`src/rtl/gpu_mem_arbiter.sv`:
```
// Round-robin arbiter that serialises NUM_REQ per-thread load/store requesters onto one
// data-memory port, one transaction at a time. Define GPU_MEM_ARB_PERF_EN for perf counters.
//
// state | meaning
// IDLE  | no transaction; grant and capture the request in the same cycle
// ISSUE | presenting the captured request downstream until mem_req_rdy
// WAIT  | waiting for load data or the store acknowledge
// RESP  | returning the response to the owning requester until it is taken
module gpu_mem_arbiter #(
  parameter int NUM_REQ        = 4,
  parameter int MEM_ADDR_WIDTH = 8,
  parameter int MEM_DATA_WIDTH = 16
) (
  input  logic                              clk,
  input  logic                              reset,
  input  logic [NUM_REQ-1:0]                req_val,
  output logic [NUM_REQ-1:0]                req_rdy,
  input  logic [NUM_REQ-1:0]                req_we,
  input  logic [NUM_REQ*MEM_ADDR_WIDTH-1:0] req_addr,
  input  logic [NUM_REQ*MEM_DATA_WIDTH-1:0] req_wdata,
  output logic [NUM_REQ-1:0]                resp_val,
  input  logic [NUM_REQ-1:0]                resp_rdy,
  output logic [MEM_DATA_WIDTH-1:0]         resp_data,
  output logic                              mem_req_val,
  input  logic                              mem_req_rdy,
  output logic                              mem_req_we,
  output logic [MEM_ADDR_WIDTH-1:0]         mem_req_addr,
  output logic [MEM_DATA_WIDTH-1:0]         mem_req_wdata,
  input  logic                              mem_resp_val,
  output logic                              mem_resp_rdy,
  input  logic [MEM_DATA_WIDTH-1:0]         mem_resp_data
`ifdef GPU_MEM_ARB_PERF_EN
  ,
  output logic [31:0]                       perf_busy_cycles,
  output logic [31:0]                       perf_grants
`endif
);

  localparam int IDX_W = (NUM_REQ > 2) ? $clog2(NUM_REQ) : 1;

  typedef enum logic [1:0] {
    S_IDLE  = 2'd0,
    S_ISSUE = 2'd1,
    S_WAIT  = 2'd2,
    S_RESP  = 2'd3
  } state_t;

  state_t state, state_nxt;

  logic [IDX_W-1:0]          rr_ptr, owner, grant, rr_nxt;
  logic                      grant_vld;
  logic                      accept;
  logic                      we_q;
  logic [MEM_ADDR_WIDTH-1:0] addr_q;
  logic [MEM_DATA_WIDTH-1:0] wdata_q;
  logic [MEM_DATA_WIDTH-1:0] rdata_q;

  logic [MEM_ADDR_WIDTH-1:0] addr_arr  [NUM_REQ];
  logic [MEM_DATA_WIDTH-1:0] wdata_arr [NUM_REQ];

  always_comb begin
    for (int i = 0; i < NUM_REQ; i++) begin
      addr_arr[i]  = req_addr[i*MEM_ADDR_WIDTH +: MEM_ADDR_WIDTH];
      wdata_arr[i] = req_wdata[i*MEM_DATA_WIDTH +: MEM_DATA_WIDTH];
    end
  end

  // Scan from rr_ptr upward with an explicit wrap so non-power-of-two NUM_REQ works.
  always_comb begin
    int               scan;
    logic [IDX_W-1:0] scan_idx;
    scan      = 0;
    scan_idx  = '0;
    grant     = '0;
    grant_vld = 1'b0;
    for (int k = 0; k < NUM_REQ; k++) begin
      scan = int'(rr_ptr) + k;
      if (scan >= NUM_REQ) begin
        scan = scan - NUM_REQ;
      end
      scan_idx = IDX_W'(scan);
      if (!grant_vld && req_val[scan_idx]) begin
        grant     = scan_idx;
        grant_vld = 1'b1;
      end
    end
  end

  assign rr_nxt = (int'(grant) == NUM_REQ - 1) ? '0 : grant + IDX_W'(1);
  assign accept = (state == S_IDLE) && grant_vld;

  always_comb begin
    state_nxt    = state;
    req_rdy      = '0;
    resp_val     = '0;
    resp_data    = '0;
    mem_req_val  = 1'b0;
    mem_resp_rdy = 1'b0;
    case (state)
      S_IDLE: begin
        if (grant_vld) begin
          // Masked by reset so every output reads 0 while reset is held.
          req_rdy[grant] = reset;
          state_nxt      = S_ISSUE;
        end
      end
      S_ISSUE: begin
        mem_req_val = 1'b1;
        if (mem_req_rdy) begin
          state_nxt = S_WAIT;
        end
      end
      S_WAIT: begin
        mem_resp_rdy = 1'b1;
        if (mem_resp_val) begin
          state_nxt = S_RESP;
        end
      end
      S_RESP: begin
        resp_val[owner] = 1'b1;
        resp_data       = rdata_q;
        if (resp_rdy[owner]) begin
          state_nxt = S_IDLE;
        end
      end
      default: state_nxt = S_IDLE;
    endcase
  end

  assign mem_req_we    = we_q;
  assign mem_req_addr  = addr_q;
  assign mem_req_wdata = wdata_q;

  always_ff @(posedge clk or negedge reset) begin
    if (!reset) begin
      state   <= S_IDLE;
      rr_ptr  <= '0;
      owner   <= '0;
      we_q    <= 1'b0;
      addr_q  <= '0;
      wdata_q <= '0;
      rdata_q <= '0;
    end else begin
      state <= state_nxt;
      if (accept) begin
        we_q    <= req_we[grant];
        addr_q  <= addr_arr[grant];
        wdata_q <= wdata_arr[grant];
        owner   <= grant;
        rr_ptr  <= rr_nxt;
      end
      // Store acks carry no data; returning 0 keeps resp_data deterministic.
      if (state == S_WAIT && mem_resp_val) begin
        rdata_q <= we_q ? '0 : mem_resp_data;
      end
    end
  end

`ifdef GPU_MEM_ARB_PERF_EN
  always_ff @(posedge clk or negedge reset) begin
    if (!reset) begin
      perf_busy_cycles <= '0;
      perf_grants      <= '0;
    end else begin
      if (state != S_IDLE && perf_busy_cycles != 32'hFFFF_FFFF) begin
        perf_busy_cycles <= perf_busy_cycles + 32'd1;
      end
      if (accept && perf_grants != 32'hFFFF_FFFF) begin
        perf_grants <= perf_grants + 32'd1;
      end
    end
  end
`endif

endmodule

```
`config.mk`:
```
export PLATFORM = sky130hd
export DESIGN_NAME = gpu_mem_arbiter
export DESIGN_NICKNAME = d
export VERILOG_FILES = /design/src/rtl/gpu_mem_arbiter.sv
export SDC_FILE = /design/constraint.sdc
export NUM_CORES = 1
export LEC_CHECK = 0
export CORE_ASPECT_RATIO = 0.5
export CORE_UTILIZATION = 40
export DETAILED_ROUTE_END_ITERATION = 6
export GPL_TIMING_DRIVEN = 0
export PLACE_DENSITY = 0.86
export SKIP_LAST_GASP = 1
export SLEW_MARGIN = 20
export SYNTH_ARGS = -nofsm -noshare
export SYNTH_HDL_FRONTEND = slang
export SYNTH_SLANG_ARGS = --single-unit
```
`constraint.sdc`:
```
create_clock -name clk -period 3.4 [get_ports clk]
set_input_delay 0.34 -clock clk [delete_from_list [all_inputs] [get_ports clk]]
set_output_delay 0.34 -clock clk [all_outputs]
set_load 0.01 [all_outputs]
```
==> results.json, run 1 <==
{
  "outcome": "finished, final reports clean",
  "dp_cells": 570,
  "cp_max_fo": 10,
  "ant_nets": 0,
  "r2r_setup_slack_ns": 1.50,
  "synth_cells": 300,
  "setup_violations": 0,
  "synthArstFlopShare": 1.00,
  "netlist_area_um2": 2940,
  "synth_commonest_cells": "dfrtp_1 (47), nor2_1 (32), nand2_1 (29)",
  "clock-sinks": 47,
  "hold_viol_final": 0,
  "drt_iter0_markers": 136,
  "die_height_um": 62.6,
  "grt_max_degree": 52,
  "synth_top_area_frac": 0.401,
  "ios": 179,
  "rows": 21,
  "die_w_um": 123,
  "synthTopCellsByArea": "dfrtp_1 (40%), a221oi_2 (9.7%), mux2i_1 (9.2%), o22ai_1 (5.3%), nor2_1 (4.1%)",
  "io_buffers": 178,
  "die_area_um2": 7710,
  "cts_root_buf": "clkbuf_16",
  "synth_edf_count": 0,
  "drt-met1-wl_um": 4130,
  "yosysWarningCount": 0,
  "htreeDepth": 2,
  "antenna_found_initial": 0,
  "gp_congestion": 0.796,
  "final-instance-count-excl-fill": 578,
  "regToRegStartpoint": "state[0]",
  "synth_ff_type": "dfrtp_1",
  "min_period_ns": 3.06,
  "numCtsBuffers": 5,
  "syn2layout_area_growth_pct": 69.8,
  "syn_avg_cell_area_um2": 9.79,
  "vias_per_cell": 5.20,
  "postCtsSetupBuffers": 0,
  "ys_ff_latch": 47,
  "n_fill_cell": 536,
  "hold_ws_ns": 0.0593,
  "clock-skew-final_ns": 0.00622,
  "power_density_nw_per_um2": 732,
  "vias": 3007,
  "totalWireLength_um": 9890,
  "grt_pass1_vias": 2990,
  "top_layer_used": "met4",
  "antenna_cells": 0,
  "wl_per_cell_um": 17.1,
  "start_kind": "primary input",
  "yosys.area.top_type": "dfrtp_1",
  "ctsResizeCount": 0,
  "regArea_um2": 1180,
  "coreArea_um2": 6880,
  "grt_pass1_wl_um": 15700,
  "yosysSeqAreaShare": 0.401,
  "cts_tree": "built",
  "overflow": 0,
  "wl_met2_um": 5110,
  "syn_nets": 433,
  "cts_buffer_depth": 2,
  "postCtsHoldBufs": 0,
  "worst_skew_pair.late_latency_ns": 0.29,
  "drive_gt1_frac": 0.105,
  "holdCritPathClass": "in -> async",
  "path_class": "in -> out",
  "ir_drop_mv": 0.332,
  "fin_nets": 618,
  "post-synth-top-count-cell": "dfrtp_1",
  "max_freq_ghz": 0.327,
  "track_usage": 0.266,
  "required_ns": 3.06,
  "reg2reg_to": "mem_req_we",
  "min_period_over_period": 0.900,
  "start_util": 0.427,
  "drv_cap": 0,
  "p_leak_nw": 2.06,
  "drt_first_pass_iters": 4,
  "crit_arrival_ns": 2.72,
  "slew_viol_final": 0,
  "crit_path_end_kind": "primary output",
  "rsz0062_at_grt": "no",
  "worst_pin_slew_ns": 0.636,
  "ys_types": 36,
  "hpwl_um": 7490,
  "wl_met3_um": 488,
  "rr_worst_depth": 7,
  "drcViolationCount": 0,
  "multi_input_area_um2": 1600,
  "max_slew_margin": 0.576,
  "clkTransAtPathRegs_ns": 0.07
}
area by class of cell:
type	instances	share of cell area
buffer	23	0.0284
clock buffer	6	0.0279
clock inverter	2	0.00326
inverter	6	0.00452
multi-input combinational	224	0.320
sequential	47	0.236
tap	92	0.0231
timing repair buffer	178	0.357
metal layers:
layer | vias up | GRT usage
li1 | 1458 | -
met1 | 1448 | 0.342
met2 | 86 | 0.459
met3 | 15 | 0.0447
met4 | 0 | 0.0768
met5 | - | 0
per-stage QoR:
stage	TNS (ns)	setup WS, ns	util	power (mW)	instance area [um2]
2_1_floorplan	0	1.49	-	2.21	2940
3_3_place_gp	-1.33	-0.341	0.702	3.08	4830
3_5_place_dp	0	0.365	0.702	3.13	4830
4_1_cts	0	0.340	0.724	3.67	4990
5_1_grt	0	0.242	0.724	3.90	4990
6_report	0	0.340	0.724	3.65	4990
worst max-delay path, stage by stage:
cell and delay, ns:
clkdlybuf4s50_1 0.60, mux2i_1 0.12, a22o_1 0.27, nor2_8 0.26, buf_6 0.21, ha_1 0.20
and3_1 0.17, clkdlybuf4s50_1 0.56
registers in the layout, indices dropped and copies added (netlist names):
name and flops:
rdata_q 16, mem_req_wdata 16, mem_req_addr 8, rr_ptr 2, mem_req_we 1, owner 2
state 2
worst max path at each step:
stage,cells after the start,start,to,slack [ns]
floorplan,7,rr_ptr[1],req_rdy[3],1.49
global placement,3,reset,req_rdy[3],-0.34
detailed placement,8,req_val[3],req_rdy[3],0.37
CTS,8,req_val[3],req_rdy[3],0.34
global route,8,req_val[3],req_rdy[3],0.24
finish,8,req_val[3],req_rdy[3],0.34
kinds of logic after synthesis:
group / after synthesis / synth area share
adders and majority gates: 5 / 0.0213
DFF: 47 / 0.401
muxes: 29 / 0.104
AOI/OAI and AO/OA: 82 / 0.236
and+or+nand+nor: 108 / 0.183
buffers and inverters: 29 / 0.0558
cells in the final DEF, fill, tap and decap left out, types with 2 or more instances in the layout:
cell / instances
nand2b_1: 17
nand2_1: 29
a221oi_2: 19
o22ai_1: 25
mux2i_1: 27
a221oi_1: 6
inv_1: 6
nor2_1: 32
and3_1: 5
buf_4: 2
nor2b_1: 2
o21ai_0: 12
clkbuf_1: 6
buf_2: 11
ha_1: 5
clkbuf_16: 5
dfrtp_1: 47
o21ai_1: 12
buf_6: 5
and2_1: 16
clkdlybuf4s50_1: 177
power by group:
part | internal [mW] | switching [mW] | leakage, nW
Clock | 0.294 | 0.224 | 0.0731
Combinational | 1.06 | 1.05 | 1.43
Sequential | 0.843 | 0.176 | 0.565
(Power assumes the default switching activity.)
==> inputs of run 2 (changes only) <==
- ABC_AREA: not set -> 1
- ABC_CLOCK_PERIOD_IN_PS: not set -> 3400
- PLACE_DENSITY: 0.86 -> 0.81
==> run 2 against run 1 <==
  * Global-route usage decreased by 2.1 points
  * First-iteration DRC count rose by 1.5%
  * Sequential share of layout area fell by 2.1 points
  * Power up 45%
  * Wire length increased by 11%
  * Via count is 30% higher
  * Clock-buffer cell count unchanged
  * Area after synthesis up 15%
==> results.json, run 2 <==
{
  "dp_cells": 808,
  "p_total_mw": 5.28,
  "final-instance-count-excl-fill": 816,
  "netlist_area_um2": 3390,
  "wl_per_cell_um": 13.4,
  "clock-skew-final_ns": 0.00450,
  "grt_pass1_vias": 3503,
  "drv_cap": 0,
  "cp_slowest_stage_delay_ns": 0.54,
  "overflow": 0,
  "synthArstFlopShare": 1.00,
  "start_kind": "register",
  "synth_cells": 517,
  "max_freq_ghz": 0.317,
  "clockPowerShare": 0.097,
  "grt_max_degree": 27,
  "n_fill_cell": 736,
  "cpMostUsedCell": "nand2_2",
  "drt_iter0_markers": 138,
  "path_delay_family": "buffers and inverters",
  "synth_top_family_by_area": "simple AND/OR/NAND/NOR gates",
  "min_period_ns": 3.16,
  "postCtsSetupBuffers": 0,
  "ys_types": 32,
  "synthTopCellsByArea": "dfrtp_1 (35%), nand2_1 (23%), nand3_1 (12%), inv_1 (6.8%), or2_0 (3.5%)",
  "post-synth-top-count-cell": "nand2_1",
  "start_util": 0.417,
  "crit_path_cell_trace": "buf_6 -> inv_6 -> nand2_2 -> nand2_2 -> nand2_1 -> nand2_1 -> nand2_2 -> nand3_2 -> nand3_4 -> inv_2 -> buf_2 -> ha_1 -> inv_1 -> nor2_1 -> clkdlybuf4s50_1",
  "syn2layout_area_growth_pct": 62.0,
  "hold_viol_final": 0,
  "syn_nets": 650,
  "cp-startpoint": "rr_ptr[0]",
  "synth_commonest_cells": "nand2_1 (211), nand3_1 (81), inv_1 (61)",
  "synth_ff_type": "dfrtp_1",
  "syn_avg_cell_area_um2": 6.55,
  "crit_path_end_kind": "primary output",
  "yosysWarningCount": 0,
  "utilization": 0.676,
  "synth_edf_count": 0,
  "worst_pin_slew_ns": 0.623,
  "path_buf_inv": 6,
  "numCtsBuffers": 5,
  "required_ns": 3.06,
  "drcViolationCount": 0,
  "cts_buffer_depth": 2,
  "io_buffers": 178,
  "max_slew_margin": 0.585,
  "setup_ws_ns": 0.241,
  "clock-sinks": 47,
  "yosys.area.top_type": "dfrtp_1",
  "drive_gt1_frac": 0.0767,
  "yosysSeqAreaShare": 0.347,
  "pre_cts_ws_ns": 0.261,
  "hpwl_um": 8600,
  "cts_root_buf": "clkbuf_16",
  "seq_power_share": 0.190,
  "drt_first_pass_iters": 4,
  "die_w_um": 132,
  "min_period_over_period": 0.929,
  "synth-simple-area-share": 0.466,
  "final_common_cell": "nand2_1",
  "yosys.area_share.adder": 0.0185,
  "ctsResizeCount": 0,
  "final_cell_area_um2": 5490,
  "clkTransAtPathRegs_ns": 0.07,
  "ant_nets": 0,
  "track_usage": 0.245,
  "coreArea_um2": 8120,
  "grt_pass1_wl_um": 17000,
  "p_switching_mw": 2.62,
  "layout_common_cells": "nand2_1 (211), clkdlybuf4s50_1 (177), nand3_1 (81)",
  "holdCritPathClass": "in -> async",
  "vias_per_cell": 4.78,
  "totalWireLength_um": 11000,
  "cp_max_fo": 10,
  "combPwrFrac": 0.712,
  "fin_tns_setup_ns": 0,
  "power_density_nw_per_um2": 963,
  "synth_compound_area_frac": 0.0451,
  "setup_violations": 0,
  "vias": 3904,
  "worst_skew_pair.late_latency_ns": 0.29,
  "cts_tree": "built",
  "regToRegStartpoint": "rr_ptr[0]",
  "hold_ws_ns": 0.0591,
  "p_leak_nw": 2.74,
  "slew_viol_final": 0,
  "antenna_cells": 0,
  "die_height_um": 67.1,
  "crit_arrival_ns": 2.82,
  "ys_ff_latch": 47,
  "outcome": "finished, final reports clean",
  "gp_congestion": 0.889,
  "ios": 179,
  "rows": 23,
  "ir_drop_mv": 0.448,
  "die_area_um2": 8860,
  "path_class": "reg -> out",
  "postCtsHoldBufs": 0,
  "switching_share": 0.497,
  "fin_nets": 836,
  "placed_cell_area_um2": 5330,
  "antenna_found_initial": 0,
  "synth_xor_xnor_area_share": 0,
  "synth_top_area_frac": 0.347,
  "critPathSlowestCell": "clkdlybuf4s50_1",
  "synth.area.mux_share": 0,
  "rsz0062_at_grt": "no",
  "p_int_mw": 2.66,
  "htreeDepth": 2
}
==> run 2: cell count changes after synthesis, sizes merged, moves of 5 or more <==
cell,before,now
a221oi,25,0
and2,16,0
and3,5,0
inv,6,66
mux2i,27,0
nand2,30,221
nand2b,18,0
nand3,1,85
nor2,33,5
nor3,1,6
o22ai,25,2
or2,0,23
==> run 2: logic make-up after synthesis <==
kind of cell / after synthesis
adders and majority gates: 5
DFF: 47
AOI/OAI and AO/OA: 28
buffers and inverters: 92
and+or+nand+nor: 345
==> run 2: per-layer routing <==
layer  global-route usage  routed length, um  up-vias
met5                    0                  0        -
met4               0.0523                213        0
met3               0.0479                544       18
met2                0.450               5440      134
met1                0.301               4760     1764
li1                     -                  -     1988
==> run 2: final timing paths <==
path                            slack (ns)                to  cells after the start
max in group asynchronous             2.80  mem_req_wdata[3]                      2
worst min-delay path                  0.06        rdata_q[8]                      1
worst max register to register        1.27         rr_ptr[1]                     13
worst min register to register        0.49       rdata_q[11]                      2
min in group clk                      0.49       rdata_q[11]                      2
worst max-delay path                  0.24        req_rdy[3]                     15
==> run 2: cell type report <==
cell class / count / area (um2) / share of cell area
Multi-Input combinational cell: 378 / 1790 / 0.327
Buffer: 26 / 165 / 0.0301
Clock inverter: 2 / 16.3 / 0.00297
Timing Repair Buffer: 179 / 1800 / 0.329
Tap cell: 112 / 140 / 0.0255
Inverter: 66 / 253 / 0.0461
Clock buffer: 6 / 139 / 0.0253
Sequential cell: 47 / 1180 / 0.214
==> run 2: power groups by stage <==
stage               sequential, mW  clock [mW]  combinational, mW
global route                  1.04       0.548               4.17
finish                        1.00       0.515               3.76
detailed placement            1.01           0               3.75
CTS                           1.00       0.520               3.77
floorplan                     1.04           0               2.42
global placement             0.997           0               3.68
==> inputs of run 3 (changes only) <==
- CTS_CLUSTER_DIAMETER: not set -> 50
==> results of run 3 <==
Final layout, timing and power as in run 2 (identical DEF).
